## src/rtl/elbeth_fetch_control_if.sv

```systemverilog
// Instruction-memory request bus used by the Elbeth fetch sequencer.
//
// Signals:
//   imem_req    fetch request, held with a stable address until acknowledged
//   imem_addr   word-aligned fetch address
//   imem_ack    response valid; may arrive in the same cycle as the request
//   imem_rdata  instruction word, meaningful only while imem_ack is high
//
// Modports:
//   master  the fetch sequencer (drives the request)
//   slave   the instruction memory (drives the response)
interface elbeth_fetch_control_if;
    logic        imem_req;
    logic [31:0] imem_addr;
    logic        imem_ack;
    logic [31:0] imem_rdata;

    modport master (
        output imem_req,
        output imem_addr,
        input  imem_ack,
        input  imem_rdata
    );

    modport slave (
        input  imem_req,
        input  imem_addr,
        output imem_ack,
        output imem_rdata
    );
endinterface

```

## src/rtl/elbeth_fetch_control.sv

```systemverilog
// Instruction-fetch sequencer for the Elbeth RV32 core.
//
// Owns the program counter and runs the valid/ack handshake to instruction
// memory. Loads the IF/ID pipeline register, redirects fetch on taken
// branches from the ID stage, absorbs ID-stage stalls with a one-word hold
// buffer and throws away fetches that a redirect has made stale.
//
// Ports:
//   clk, rst_n      core clock, asynchronous active-low reset
//   id_valid        ID stage holds a valid instruction
//   id_stall        hazard stall, IF/ID register must hold
//   branch_taken    branch unit requests a redirect
//   pc_branch       redirect target (low two bits ignored)
//   imem            instruction-memory bus (master side)
//   if_valid        IF/ID register holds a valid instruction
//   if_pc           PC of the IF/ID instruction
//   if_instruction  IF/ID instruction word
//   if_flush        one-cycle pulse when a redirect squashes the younger fetch
module elbeth_fetch_control #(
    parameter logic [31:0] RESET_PC = 32'h0000_0000
) (
    input  logic                          clk,
    input  logic                          rst_n,
    input  logic                          id_valid,
    input  logic                          id_stall,
    input  logic                          branch_taken,
    input  logic [31:0]                   pc_branch,
    elbeth_fetch_control_if.master        imem,
    output logic                          if_valid,
    output logic [31:0]                   if_pc,
    output logic [31:0]                   if_instruction,
    output logic                          if_flush
);

    typedef enum logic [1:0] {
        BOOT,
        FETCH,
        KILL,
        HOLD
    } fetch_state_t;

    fetch_state_t state, state_next;

    logic [31:0] pc_reg, pc_next;
    logic [31:0] redirect_pc, redirect_pc_next;
    logic [31:0] hold_pc, hold_instr;
    logic        hold_load;
    logic        ifid_load;
    logic [31:0] ifid_pc_d, ifid_instr_d;
    logic        req;
    logic        redirect;
    logic [31:0] target;

    // A redirect is only honoured when ID is not stalled, so it can never
    // coincide with a held IF/ID register.
    assign redirect = id_valid & branch_taken & ~id_stall;
    assign target   = pc_branch & 32'hFFFF_FFFC;

    // The flush pulse is gated by reset so every output sits at its reset
    // value while rst_n is low, whatever the ID stage is driving.
    assign if_flush = redirect & rst_n;

    assign imem.imem_req  = req;
    assign imem.imem_addr = pc_reg;

    // Next-state and datapath-control decode. In FETCH the rules are
    // prioritised: a redirect beats a stall, a stall beats a normal
    // delivery. KILL keeps the stale request on the bus until memory
    // answers, then jumps to the latest latched target.
    always_comb begin
        state_next       = state;
        pc_next          = pc_reg;
        redirect_pc_next = redirect_pc;
        hold_load        = 1'b0;
        ifid_load        = 1'b0;
        ifid_pc_d        = pc_reg;
        ifid_instr_d     = imem.imem_rdata;
        req              = 1'b0;

        case (state)
            BOOT: begin
                state_next = FETCH;
            end

            FETCH: begin
                req = 1'b1;
                if (imem.imem_ack && redirect) begin
                    pc_next = target;
                end else if (imem.imem_ack && id_stall) begin
                    hold_load  = 1'b1;
                    pc_next    = pc_reg + 32'd4;
                    state_next = HOLD;
                end else if (imem.imem_ack) begin
                    ifid_load = 1'b1;
                    pc_next   = pc_reg + 32'd4;
                end else if (redirect) begin
                    redirect_pc_next = target;
                    state_next       = KILL;
                end
            end

            KILL: begin
                req = 1'b1;
                if (redirect) begin
                    redirect_pc_next = target;
                end
                if (imem.imem_ack) begin
                    pc_next    = redirect ? target : redirect_pc;
                    state_next = FETCH;
                end
            end

            HOLD: begin
                if (redirect) begin
                    pc_next    = target;
                    state_next = FETCH;
                end else if (!id_stall) begin
                    ifid_load    = 1'b1;
                    ifid_pc_d    = hold_pc;
                    ifid_instr_d = hold_instr;
                    state_next   = FETCH;
                end
            end

            default: begin
                state_next = BOOT;
            end
        endcase
    end

    // Sequencer state, program counter, pending redirect target and the
    // one-word hold buffer used while ID is stalled.
    always_ff @(posedge clk or negedge rst_n) begin
        if (!rst_n) begin
            state       <= BOOT;
            pc_reg      <= RESET_PC;
            redirect_pc <= RESET_PC;
            hold_pc     <= 32'd0;
            hold_instr  <= 32'd0;
        end else begin
            state       <= state_next;
            pc_reg      <= pc_next;
            redirect_pc <= redirect_pc_next;
            if (hold_load) begin
                hold_pc    <= pc_reg;
                hold_instr <= imem.imem_rdata;
            end
        end
    end

    // IF/ID pipeline register. A stall freezes it entirely; otherwise it
    // either takes a delivered word or turns into a bubble that keeps the
    // previous PC and instruction but drops the valid bit.
    always_ff @(posedge clk or negedge rst_n) begin
        if (!rst_n) begin
            if_valid       <= 1'b0;
            if_pc          <= 32'd0;
            if_instruction <= 32'd0;
        end else if (!id_stall) begin
            if (ifid_load) begin
                if_valid       <= 1'b1;
                if_pc          <= ifid_pc_d;
                if_instruction <= ifid_instr_d;
            end else begin
                if_valid <= 1'b0;
            end
        end
    end

endmodule

```

## src/flat_wrapper.sv

```systemverilog
// flat-port wrapper written by rule: the top's interface ports become plain ports
module elbeth_fetch_control_flat 
#(
    parameter logic [31:0] RESET_PC = 32'h0000_0000
)
  (clk, rst_n, id_valid, id_stall, branch_taken, pc_branch, if_valid, if_pc, if_instruction, if_flush, imem_imem_req, imem_imem_addr, imem_imem_ack, imem_imem_rdata);
  elbeth_fetch_control_if imem_i ();
  input  logic clk;
  input  logic rst_n;
  input  logic id_valid;
  input  logic id_stall;
  input  logic branch_taken;
  input  logic [31:0] pc_branch;
  output logic if_valid;
  output logic [31:0] if_pc;
  output logic [31:0] if_instruction;
  output logic if_flush;
  output wire logic [$bits(imem_i.imem_req)-1:0] imem_imem_req;
  output wire logic [$bits(imem_i.imem_addr)-1:0] imem_imem_addr;
  input wire logic [$bits(imem_i.imem_ack)-1:0] imem_imem_ack;
  input wire logic [$bits(imem_i.imem_rdata)-1:0] imem_imem_rdata;
  assign imem_imem_req = imem_i.imem_req;
  assign imem_imem_addr = imem_i.imem_addr;
  assign imem_i.imem_ack = imem_imem_ack;
  assign imem_i.imem_rdata = imem_imem_rdata;
  elbeth_fetch_control #(.RESET_PC(RESET_PC)) u_core (.clk(clk), .rst_n(rst_n), .id_valid(id_valid), .id_stall(id_stall), .branch_taken(branch_taken), .pc_branch(pc_branch), .imem(imem_i), .if_valid(if_valid), .if_pc(if_pc), .if_instruction(if_instruction), .if_flush(if_flush));
endmodule
```

## config.mk

```make
export PLATFORM = sky130hd
export DESIGN_NAME = elbeth_fetch_control_flat
export DESIGN_NICKNAME = d
export VERILOG_FILES = /design/src/rtl/elbeth_fetch_control_if.sv /design/src/rtl/elbeth_fetch_control.sv /design/src/flat_wrapper.sv
export SDC_FILE = /design/constraint.sdc
export NUM_CORES = 1
export LEC_CHECK = 0
export ABC_AREA = 1
export ABC_CLOCK_PERIOD_IN_PS = 4750
export CAP_MARGIN = 20
export CORE_UTILIZATION = 25
export DETAILED_ROUTE_END_ITERATION = 16
export HOLD_SLACK_MARGIN = 0.02
export MAX_ROUTING_LAYER = met4
export PLACE_DENSITY = 0.54
export SETUP_SLACK_MARGIN = 0.02
export SYNTH_ARGS = -nofsm -noshare
export SYNTH_HDL_FRONTEND = slang
export SYNTH_SLANG_ARGS = --single-unit
```

## constraint.sdc

```tcl
create_clock -name clk -period 4.75 [get_ports clk]
set_input_delay 0.95 -clock clk [delete_from_list [all_inputs] [get_ports clk]]
set_output_delay 0.95 -clock clk [all_outputs]
set_load 0.02 [all_outputs]
```

# Yosys cells after proc, flatten, opt, wreduce, memory -nomap -nowiden
# Cells that the tools add are included.
word_totals:
  input_bits: 70
  wordCells: 69
  register_bits: 195
  output_inout_bits: 99
op_classes:
  addsub: 1
  n_eq_ne: 12
  n_mux: 34
  n_reduce_logical: 10
  bitwise: 4
op_table:
  columns: ["op", "n"]
  rows:
  - ["2-to-1 mux 32 bit", 13]
  - ["case mux 32 bit (3 select lines)", 1]
  - ["case mux 32 bit (2 select lines)", 1]
  - ["adder 32 x 3 -> 32 bit, second input constant", 1]
  - ["2-to-1 mux 2 bit", 7]
  - ["2-to-1 mux 1 bit", 10]
  - ["!= test 2 bit, second input constant", 4]
  - ["case mux 2 bit (4 select lines)", 1]
  - ["AND reduction 4 bit", 2]
  - ["!= test 3 x 2 -> 1 bit, second input constant", 2]
  - ["AND reduction 5 bit", 1]
  - ["== test 2 bit, second input constant", 2]
  - ["!= test 4 x 2 -> 1 bit, second input constant", 1]
  - ["bitwise AND 1 bit", 3]
  - ["!= test 3 x 1 -> 1 bit, second input constant", 1]
  - ["nonzero test 3 bit", 1]
  - ["== test 2 x 1 -> 1 bit, second input constant", 1]
  - ["logical AND 1 bit", 2]
  - ["logical NOT 2 bit", 1]
  - ["!= test 2 x 1 -> 1 bit, second input constant", 1]
  - ["case mux 1 bit (2 select lines)", 1]
  - ["AND reduction 2 bit", 1]
  - ["nonzero test 2 bit", 1]
  - ["OR reduction 2 bit", 1]
  - ["NOT 1 bit", 1]

# Longest topological paths before layout
depth:
  depth_word: 7
  mapped_depth: 11
  mapped_depth_nobuf: 11

# Worst setup path before layout
# Ideal clock, no wire load.
synth_timing:
  path_kind: "input -> output"
  startpoint: "in id_valid"
  endpoint: "out if_flush"
  n_path_buf: 0
  required_ns: 3.800
  stages: 4
  path_slack_ns: 2.210
  arrival_time_ns: 1.590
  path_cell_list: "nand2_1 -> nor2_4 -> inv_2 -> nor2_1"
synth_via:
  elab_chain_cells: 3
synth_lines:
  columns: ["element", "line", "source"]
  rows:
  - ["start, declared", "flat_wrapper.sv:10", "input logic id_valid;"]
  - ["bitwise AND 1 bit (2 in series)", "elbeth_fetch_control.sv:56", "assign redirect = id_valid & branch_taken & ~id_stall;"]
  - ["bitwise AND 1 bit", "elbeth_fetch_control.sv:61", "assign if_flush = redirect & rst_n;"]
  - ["end, declared", "flat_wrapper.sv:17", "output logic if_flush;"]
# No other way between the ends.

# Final worst setup path
layout_timing:
  startpoint: "in id_stall"
  endpoint: "out if_flush"
layout_via:
  elab_chain_cells: 3
layout_lines:
  columns: ["element", "line", "source"]
  rows:
  - ["start, declared", "flat_wrapper.sv:11", "input logic id_stall;"]
  - ["NOT 1 bit (no line)", null, null]
  - ["bitwise AND 1 bit", "elbeth_fetch_control.sv:56", null]
  - ["bitwise AND 1 bit", "elbeth_fetch_control.sv:61", null]
# No other way between the ends.

==> flow_summary.yaml <==
worst_setup_path:
  cpLargestDelayFamily: "buffers and inverters"
  cp_common_cell: "clkdlybuf4s50_1"
  cp.required_ns: 3.80
  path_buf_inv: 3
  cp_max_fo: 16
  critPathKind: "in2out"
  cpPeakStageDelay_ns: 0.61
  worst_setup_path_end_kind: "output port"
  slowest_stage: "clkdlybuf4s50_1"
  cp-start-kind: "input pin"
  cp_cell_sequence: "clkdlybuf4s50_1, nor2_4, inv_2, nor2_1, clkdlybuf4s50_1"
  cp.arrival_ns: 2.81
cts:
  cts_inserted_buffers: 17
  cts.sinks: 195
  post-cts-setup-buffers: 0
  cts.repair.resized: 0
  cts_root_buf: "clkbuf_16"
  clkTransAtPathRegs_ns: 0.08
  htreeDepth: 4
  cts_tree: "done"
  clk_path_buf_depth: 2
  clk_latency_ns: 0.45
  ctsHoldBuffers: 0
synthesis:
  ys_top_cells_by_count: "285 x nand2_1, 195 x dfrtp_1, 148 x nor2_1"
  async_reset_ff_frac: 1.00
  syn_nets: 1257
  yosysSeqAreaShare: 0.511
  synth_top_area_frac: 0.511
  synth_area_leaders: "dfrtp_1 51%, nand2_1 11%, o21ai_0 7.2%"
  syn_avg_cell_area_sq_um: 8.07
  synth_edf_count: 0
  yosys.cell_types.count: 31
  syn_inst: 1182
  ys_ff_latch: 195
  yosysWarnings: 0
  synth.largest_area_cell: "dfrtp_1"
  netlist_area_sq_um: 9540
  ys.flop_type: "dfrtp_1"
  synth.most_common_cell: "nand2_1"
timing:
  fin_skew_ns: 0.00682
  slew_headroom: 0.201
  timing_hold_violations_final: 0
  worst_pin_slew_ns: 1.20
  slew_violations: 0
  grt_setup_unrepaired: "false"
  fin_crit_ns: 3.76
  fmax_ghz: 0.266
  setup_violations: 0
  setup-tns-final_ns: 0
  holdWs_ns: 0.298
  fin_crit_sh: 0.792
global_route:
  track_usage: 0.166
  grt-ovfl-total: 0
  grt_pass1_vias: 8052
  grt_pass1_wl_mm: 47.8
  grt_max_degree: 192
  antenna_found_initial: 0
placed_design:
  place_hpwl_mm: 20.6
  place_congestion: 0.801
  port_buffers: 166
cells_and_area:
  diodes: 0
  fin_nets: 1390
  fillers: 3978
  drive_above_1_share: 0.0746
  area_growth_pct: 27.9
floorplanning:
  io_pins: 169
  initial_core_util: 0.254
  num_rows: 71
  die_area_sq_um: 38900
  fp.coreArea_sq_um: 37600
  die_w_um: 197
  die_h_um: 197
power:
  vdd_drop_max_v: 0.000247
  power_frac_comb: 0.474
  power_frac_clock: 0.164
  swShare: 0.439
  power_density_nw_per_um2: 715
  leakage_uw: 0.00551
  p_int_uw: 4900
  switchingPower_uw: 3830
  seqPwrFrac: 0.362
outcome:
  status: "complete, no violations"
detailed_routing:
  wl_met3_mm: 1.52
  drt_first_pass_iters: 5
  wl_met1_mm: 15.1
  via_count: 8406
  routed_wl_mm: 30.5
  drc: 0
  avgViaCountPerCell: 4.57
  top_layer_used: "met4"
  wl_met2_mm: 13.4
  wl_per_cell_um: 16.6
  dr.first_iter.drc_count: 526
  ant_nets: 0
run:
  drv_cap: 0
min_path:
  hold_path_class: "in2async"
==> sequential cells by signal, summed over array words and instances (netlist names) <==
register,flops
u_core.if_valid,1
u_core.redirect_pc,32
u_core.imem.imem_addr,32
u_core.hold_instr,32
u_core.if_pc,32
u_core.if_instruction,32
u_core.hold_pc,32
u_core.state,2
==> worst reg2reg max path, delay by kind of cell, from the launching register on <==
| family | cells | cell delay (ns) |
|---|---|---|
| compound gates | 2 | 0.31 |
| simple gates | 2 | 0.97 |
| flops | 1 | 0.39 |
| fa+ha+maj | 1 | 0.24 |
| buf+inv | 3 | 0.83 |
==> cell families after synthesis <==
logic type / Yosys count / share of synthesized area
compound gates: 305 / 0.166
xor+xnor: 7 / 0.00643
fa+ha+maj: 5 / 0.00656
buf+inv: 151 / 0.0671
flops: 195 / 0.511
mux: 35 / 0.0413
simple gates: 484 / 0.201
==> power groups by stage <==
stage	clock network [uW]	registers, uW	logic (uW)
floorplan	0	3450	2130
global placement	0	3170	4120
detailed placement	0	3200	4170
CTS	1480	3170	4190
global route	1540	3280	4600
finish	1430	3160	4130
==> cells in the final DEF (no fill, tap or decap), types with 2 or more instances in the layout <==
cell / count
or2_2: 3
a31oi_1: 14
clkinv_2: 3
inv_2: 9
o211ai_1: 3
inv_6: 2
dfrtp_1: 195
o21ai_1: 61
nor2_1: 148
mux2_2: 33
ha_1: 5
clkinvlp_4: 2
nor2_4: 4
o21ai_0: 137
nand2_2: 4
xor2_1: 6
clkdlybuf4s50_1: 165
a22oi_1: 2
nand3_1: 36
clkbuf_16: 17
a21oi_4: 2
nand4_1: 3
clkbuf_8: 3
nand2_1: 284
buf_4: 9
inv_1: 80
mux2_1: 2
clkinv_4: 3
a21oi_1: 82
==> per-stage QoR <==
stage,cells,utilization,setup WS (ns),instance area (sq um),power (uW)
after floorplan,1182,-,2.21,9540,5580
after global placement,1807,0.310,0.987,11600,7290
after detailed placement,1807,0.310,1.01,11600,7370
after CTS,1838,0.325,0.999,12200,8840
after global routing,1838,0.325,0.912,12200,9420
final,1838,0.325,0.989,12200,8720
==> final timing paths <==
kind / startpoint / to / slack, ns / cells past startpoint
min in group clk: u_core.redirect_pc[2]$_DFFE_PN0P_ / u_core.redirect_pc[2]$_DFFE_PN0P_ / 0.49 / 2
setup / recovery: id_stall / if_flush / 0.99 / 5
hold reg to reg: u_core.redirect_pc[2]$_DFFE_PN0P_ / u_core.redirect_pc[2]$_DFFE_PN0P_ / 0.49 / 2
max in group asynchronous: rst_n / u_core.if_instruction[4]$_DFFE_PN0P_ / 3.12 / 2
setup reg to reg: u_core.state[0]$_DFFE_PN0P_ / u_core.imem.imem_addr[9]$_DFFE_PN0P_ / 1.88 / 8
hold / removal: rst_n / u_core.if_valid$_DFFE_PN0N_ / 0.30 / 1
==> final cells by class <==
type                            instances  area [sq um]  area share
Multi-Input combinational cell        836          4040       0.331
Sequential cell                       195          4880       0.400
Clock inverter                         11           104     0.00851
Clock buffer                           20           457      0.0374
Tap cell                              511           639      0.0524
Timing Repair Buffer                  176          1750       0.144
Inverter                               89           334      0.0274
==> layer usage <==
| metal | vias to the layer above | global-route usage |
|---|---|---|
| met1 | 4042 | 0.232 |
| met5 | - | - |
| met2 | 206 | 0.241 |
| met3 | 28 | 0.0302 |
| met4 | 0 | 0.0485 |
| li1 | 4130 | - |
Note: power is estimated with default switching activity, not from simulation.
